File: config.mk
export PLATFORM = sky130hd
export DESIGN_NAME = issue_rr_arbiter
export DESIGN_NICKNAME = d
export VERILOG_FILES = /design/src/rtl/issue_rr_arbiter_pkg.sv /design/src/rtl/issue_rr_arbiter_priority_encoder.sv /design/src/rtl/issue_rr_arbiter.sv
export SDC_FILE = /design/constraint.sdc
export NUM_CORES = 1
export LEC_CHECK = 0
export CORE_AREA = 5 5 61 63
export DETAILED_ROUTE_END_ITERATION = 8
export DIE_AREA = 0 0 66 68
export GPL_ROUTABILITY_DRIVEN = 0
export MAX_ROUTING_LAYER = met4
export PLACE_DENSITY = 0.61
export SLEW_MARGIN = 40
export SYNTH_ARGS = -nofsm -noshare
export SYNTH_HDL_FRONTEND = slang
export SYNTH_SLANG_ARGS = --single-unit
export TNS_END_PERCENT = 100
File: constraint.sdc
create_clock -name clk_i -period 2.2 [get_ports clk_i]
set_input_delay 0.44 -clock clk_i [delete_from_list [all_inputs] [get_ports clk_i]]
set_output_delay 0.44 -clock clk_i [all_outputs]
set_load 0.03 [all_outputs]
File: src/rtl/issue_rr_arbiter_pkg.sv
// Shared types and defaults for the issue-stage round-robin arbiter.
package issue_pkg;

    // Arbiter control states: free arbitration, stalled offer, locked burst.
    typedef enum logic [1:0] {
        IDLE   = 2'd0,
        HOLD   = 2'd1,
        LOCKED = 2'd2
    } arb_state_e;

    // Default number of requesters sharing the issue port.
    localparam int default_els_lp = 8;

endpackage

File: src/rtl/issue_rr_arbiter_priority_encoder.sv
// Lowest-index-wins priority encoder used by the round-robin arbiter.
module priority_encoder #(
    parameter int els_p    = 8,
    parameter int lg_els_p = $clog2(els_p)
) (
    input  logic [els_p-1:0]    req,
    output logic                found,
    output logic [lg_els_p-1:0] index
);

    // Scan from the top down so the lowest set bit is the last one written.
    always_comb begin
        found = |req;
        index = '0;
        for (int i = els_p - 1; i >= 0; i--) begin
            if (req[i]) begin
                index = lg_els_p'(i);
            end
        end
    end

endmodule

File: src/rtl/issue_rr_arbiter.sv
// Round-robin issue arbiter with stall hold, locked multi-beat grants and flush.
module issue_rr_arbiter
    import issue_pkg::*;
#(
    parameter int els_p    = default_els_lp,
    parameter int lg_els_p = $clog2(els_p)
) (
    input  logic                clk_i,
    input  logic                reset_i,
    input  logic [els_p-1:0]    req_i,
    input  logic                lock_i,
    input  logic                flush_i,
    input  logic                ready_i,
    output logic                v_o,
    output logic [lg_els_p-1:0] addr_o,
    output logic [els_p-1:0]    grant_oh_o
);

    arb_state_e state, state_next;

    logic [lg_els_p-1:0] last_r, last_next;
    logic [lg_els_p-1:0] hold_addr_r, hold_next;

    logic [els_p-1:0]    above_last;
    logic [els_p-1:0]    masked;
    logic                masked_found, raw_found;
    logic [lg_els_p-1:0] masked_idx, raw_idx, pick;

    logic                valid;
    logic [lg_els_p-1:0] addr;
    logic                accept;

    // Thermometer of requester indices strictly above the last winner.
    for (genvar i = 0; i < els_p; i++) begin : g_thermo
        assign above_last[i] = (lg_els_p'(i) > last_r);
    end

    assign masked = req_i & above_last;

    priority_encoder #(.els_p(els_p), .lg_els_p(lg_els_p)) u_masked_pe (
        .req   (masked),
        .found (masked_found),
        .index (masked_idx)
    );

    priority_encoder #(.els_p(els_p), .lg_els_p(lg_els_p)) u_raw_pe (
        .req   (req_i),
        .found (raw_found),
        .index (raw_idx)
    );

    // Prefer requesters after the last winner; wrap to the full vector otherwise.
    assign pick = masked_found ? masked_idx : raw_idx;

    // Offer selection per state; flush and reset silence the port at once.
    always_comb begin
        valid = 1'b0;
        addr  = pick;
        case (state)
            IDLE: begin
                valid = raw_found;
            end
            HOLD: begin
                valid = 1'b1;
                addr  = hold_addr_r;
            end
            LOCKED: begin
                valid = req_i[hold_addr_r];
                addr  = hold_addr_r;
            end
            default: begin
                valid = 1'b0;
            end
        endcase
        if (flush_i || reset_i) begin
            valid = 1'b0;
        end
    end

    assign v_o        = valid;
    assign addr_o     = reset_i ? '0 : addr;
    assign grant_oh_o = valid ? (els_p'(1) << addr) : '0;
    assign accept     = valid & ready_i;

    // Next-state, rotation pointer and held-grantee updates.
    always_comb begin
        state_next = state;
        last_next  = last_r;
        hold_next  = hold_addr_r;
        if (flush_i) begin
            state_next = IDLE;
        end else begin
            case (state)
                IDLE: begin
                    if (accept) begin
                        last_next = pick;
                        if (lock_i) begin
                            state_next = LOCKED;
                            hold_next  = pick;
                        end
                    end else if (valid) begin
                        state_next = HOLD;
                        hold_next  = pick;
                    end
                end
                HOLD: begin
                    if (accept) begin
                        last_next  = hold_addr_r;
                        state_next = lock_i ? LOCKED : IDLE;
                    end
                end
                LOCKED: begin
                    if (accept && !lock_i) begin
                        state_next = IDLE;
                    end
                end
                default: begin
                    state_next = IDLE;
                end
            endcase
        end
    end

    // State registers; requester 0 starts with top priority after reset.
    always_ff @(posedge clk_i or posedge reset_i) begin
        if (reset_i) begin
            state       <= IDLE;
            last_r      <= lg_els_p'(els_p - 1);
            hold_addr_r <= '0;
        end else begin
            state       <= state_next;
            last_r      <= last_next;
            hold_addr_r <= hold_next;
        end
    end

`ifndef SYNTHESIS
    a_grant_onehot: assert property (@(posedge clk_i) disable iff (reset_i)
        $onehot0(grant_oh_o));

    a_hold_frozen: assert property (@(posedge clk_i) disable iff (reset_i)
        (state == HOLD && !flush_i) |-> (v_o && addr_o == hold_addr_r));

    a_no_x: assert property (@(posedge clk_i) disable iff (reset_i)
        !$isunknown({v_o, addr_o, grant_oh_o}));
`endif

endmodule

==> flow_summary_export.csv <==
group,metric,value,unit
route,vias_per_cell,5.34,
synth,ys_seq_area_share,19.6,%
route,dr.max_layer_used,"met4",
route,vias,1373,
placement,placed_cells,239,
floorplanning,core,3180,um^2
clocking,cts_tree,"yes",
flow_run,maxCapViolCount,0,
floorplanning,io_pins,25,
route,met2_wirelength,2340,um
critical_path,crit_cells,8,
sta,timing.fmax,350,MHz
layout,n_antenna_cell,0,
outcome,violations,"negative setup slack",
synth,synth_area_per_cell,8.00,um^2
placement,io_buffers,24,
route,drt_iter0_markers,74,
layout,syn_to_final_growth,92.5,%
layout,stdcell_area,2000,um^2
critical_path,cp_common_cell,"buf_6",
clocking,clkSinkCount,8,
power_and_ir_drop,p_leak,0.880,nW
global_route,globalRouteTotalUtil,19.3,%
floorplanning,rows,21,
outcome,status,"complete, but fails checks",
layout,final_common_cell,"buf_4",
clocking,clk_latency,0.28,ns
layout,utilization,63.0,%
global_route,antenna_found_initial,0,
critical_path,cp.required,1.76,ns
power_and_ir_drop,pwr_density_cell,1190,nW/um^2
sta,tightestPinTransition,0.396,ns
sta,drv_slew,0,
power_and_ir_drop,vdd_drop_max,0.744,mV
critical_path,ff2ff_path_depth,8,
global_route,grt_pass1_wl,6470,um
global_route,first_global_vias,1425,
global_route,gr-total-overflow,0,
critical_path,crit_buf_inv,3,
clocking,cts_buffers,3,
floorplanning,die_w,66,um
synth,synth_nets,147,
floorplanning,die-area,4490,um^2
layout,final_cells,257,
global_route,grt_max_degree,9,
critical_path,critPathSlowestCell,"dfstp_2",
route,drc,0,
synth,ys_ff_latch,8,
power_and_ir_drop,p_total,0.00239,W
sta,relSlewSlack,73.6,%
sta,setup_ws,-0.656,ns
sta,timing_hold_violations_final,0,
route,drt-total-wl,4310,um
critical_path,path_delay_family,"flip-flops",
synth,postSynthCellCount,130,
clocking,clk_pin_slew_worst_paths,0.07,ns
sta,skew,0.0205,ns
floorplanning,start_util,32.7,%
floorplanning,die_h,68,um
sta,rsz0062_at_grt,"yes",
critical_path,critPathMaxStageDelay,0.63,ns
sta,hold_ws,0.362,ns
synth,yosysWarnings,0,
sta,finalSetupViolations,15,
hold_path,hp-class,"in2async",
route,wl_per_cell,16.8,um
sta,timing.final.crit_share,130,%
critical_path,path_cells,"buf_6, nor2_1, o21ai_0, o22ai_2, mux2_2, buf_4, nor3b_4, buf_6",
clocking,h-tree-depth,1,
sta,min_period,2.86,ns
route,met1Wirelength,1640,um
layout,final_nets,229,
critical_path,endpoint_kind,"output port",
placement,dpl_cell_area,1660,um^2
clocking,cts.path.max_buffers,2,
synth,synth_cell_types,40,
route,met3_length,161,um
route,antenna_left,0,
route,drt_pass1_iterations,4,
critical_path,worstSetupStartpointType,"flip-flop",
synth,async_flop_share,100,%
critical_path,worstPathMaxFanout,6,
critical_path,critical_path_arrival,2.42,ns
clocking,cts_hold_buf,0,
placement,hpwl,2820,um
layout,layout_common_cells,"buf_4 (49), buf_6 (19), nor2_1 (18)",
synth,synth_edf_count,0,
synth,netlist_area,1040,um^2
critical_path,worstSetupPathType,"reg2out",
layout,drive_above_1_share,61.1,%
synth,synth_ff_type,"dfrtp_1",
clocking,cts_root_buf,"clkbuf_4",
sequential cells by signal, summed over array words and instances (netlist names):
name	cells
state	2
last_r	3
hold_addr_r	3
cells in the mapped netlist, types with 2 or more instances:
cell type / n / share of area [%]
and2_1: 2 / 1.2
inv_1: 9 / 3.2
buf_2: 2 / 0.96
o211ai_1: 4 / 2.9
mux4_1: 2 / 5.1
o31ai_1: 4 / 2.9
nor3_1: 6 / 2.9
nand2_1: 11 / 4.0
and3_1: 3 / 1.8
ha_1: 4 / 4.8
nand3_1: 2 / 0.96
mux2_1: 3 / 3.2
o21ai_0: 5 / 2.4
nor3b_1: 3 / 2.2
a31oi_4: 2 / 4.1
dfrtp_1: 5 / 12
mux2_2: 7 / 7.6
dfstp_2: 3 / 7.6
nor2b_1: 3 / 1.8
a21oi_1: 8 / 3.9
nand2b_1: 2 / 1.2
a31oi_1: 3 / 1.8
nor2_1: 20 / 7.2
area by class of cell:
class,instances,area (um^2)
clock buffers,4,26.3
fillers,263,1180
inverters,9,33.8
multi-input cells,110,987
flip-flops and latches,8,205
well taps,46,57.6
repair buffers,80,692
power by group:
group	switching (W)	internal, W	total (W)
registers	0.000117	0.000234	0.000351
clock network	0.0000641	0.0000699	0.000134
logic	0.000897	0.00100	0.00190
total	0.00108	0.00131	0.00239
layer usage:
layer,up-vias,track usage [%]
met5,-,-
met4,0,8.63
met3,18,4.27
met2,49,33.7
met1,663,21.2
li1,643,-
path summary, 6_finish.rpt:
kind | slack [ns] | startpoint | to
min in group clk_i | 0.62 | hold_addr_r[2] | hold_addr_r[2]
max reg2reg | -0.04 | hold_addr_r[1] | hold_addr_r[1]
min | 0.36 | reset_i | state[1]
max | -0.66 | last_r[1] | grant_oh_o[5]
max in group asynchronous | 1.39 | reset_i | last_r[0]
min reg2reg | 0.62 | hold_addr_r[2] | hold_addr_r[2]
logic make-up after synthesis:
family                     count (synthesis)  share of synthesized area [%]
and+or+nand+nor                           59                           30.3
AOI/OAI and AO/OA                         34                           23.8
buffers and inverters                     12                           4.57
muxes                                     13                           16.8
adders and majority gates                  4                           4.81
DFF                                        8                           19.6
metrics by stage:
step / TNS, ns / setup WS [ns]
after floorplan: -2.09 / -0.276
after global placement: -12.07 / -1.00
after global routing: -7.85 / -0.748
after CTS: -5.60 / -0.579
final: -6.63 / -0.656
after detailed placement: -12.60 / -1.05
tightest hold or removal path, cell delays in order:
cell and delay, ns:
dlygate4sd2_1 0.26, buf_4 0.14, inv_1 0.17
what timing repair did:
| item | 4_1_cts | 5_1_grt |
|---|---|---|
| gates resized for setup | 63 | 26 |
| pin swaps | 10 | 7 |
| buffers inserted | 12 | 3 |
| setup endpoints to repair | 17 | 15 |
(Power assumes the default switching activity.)
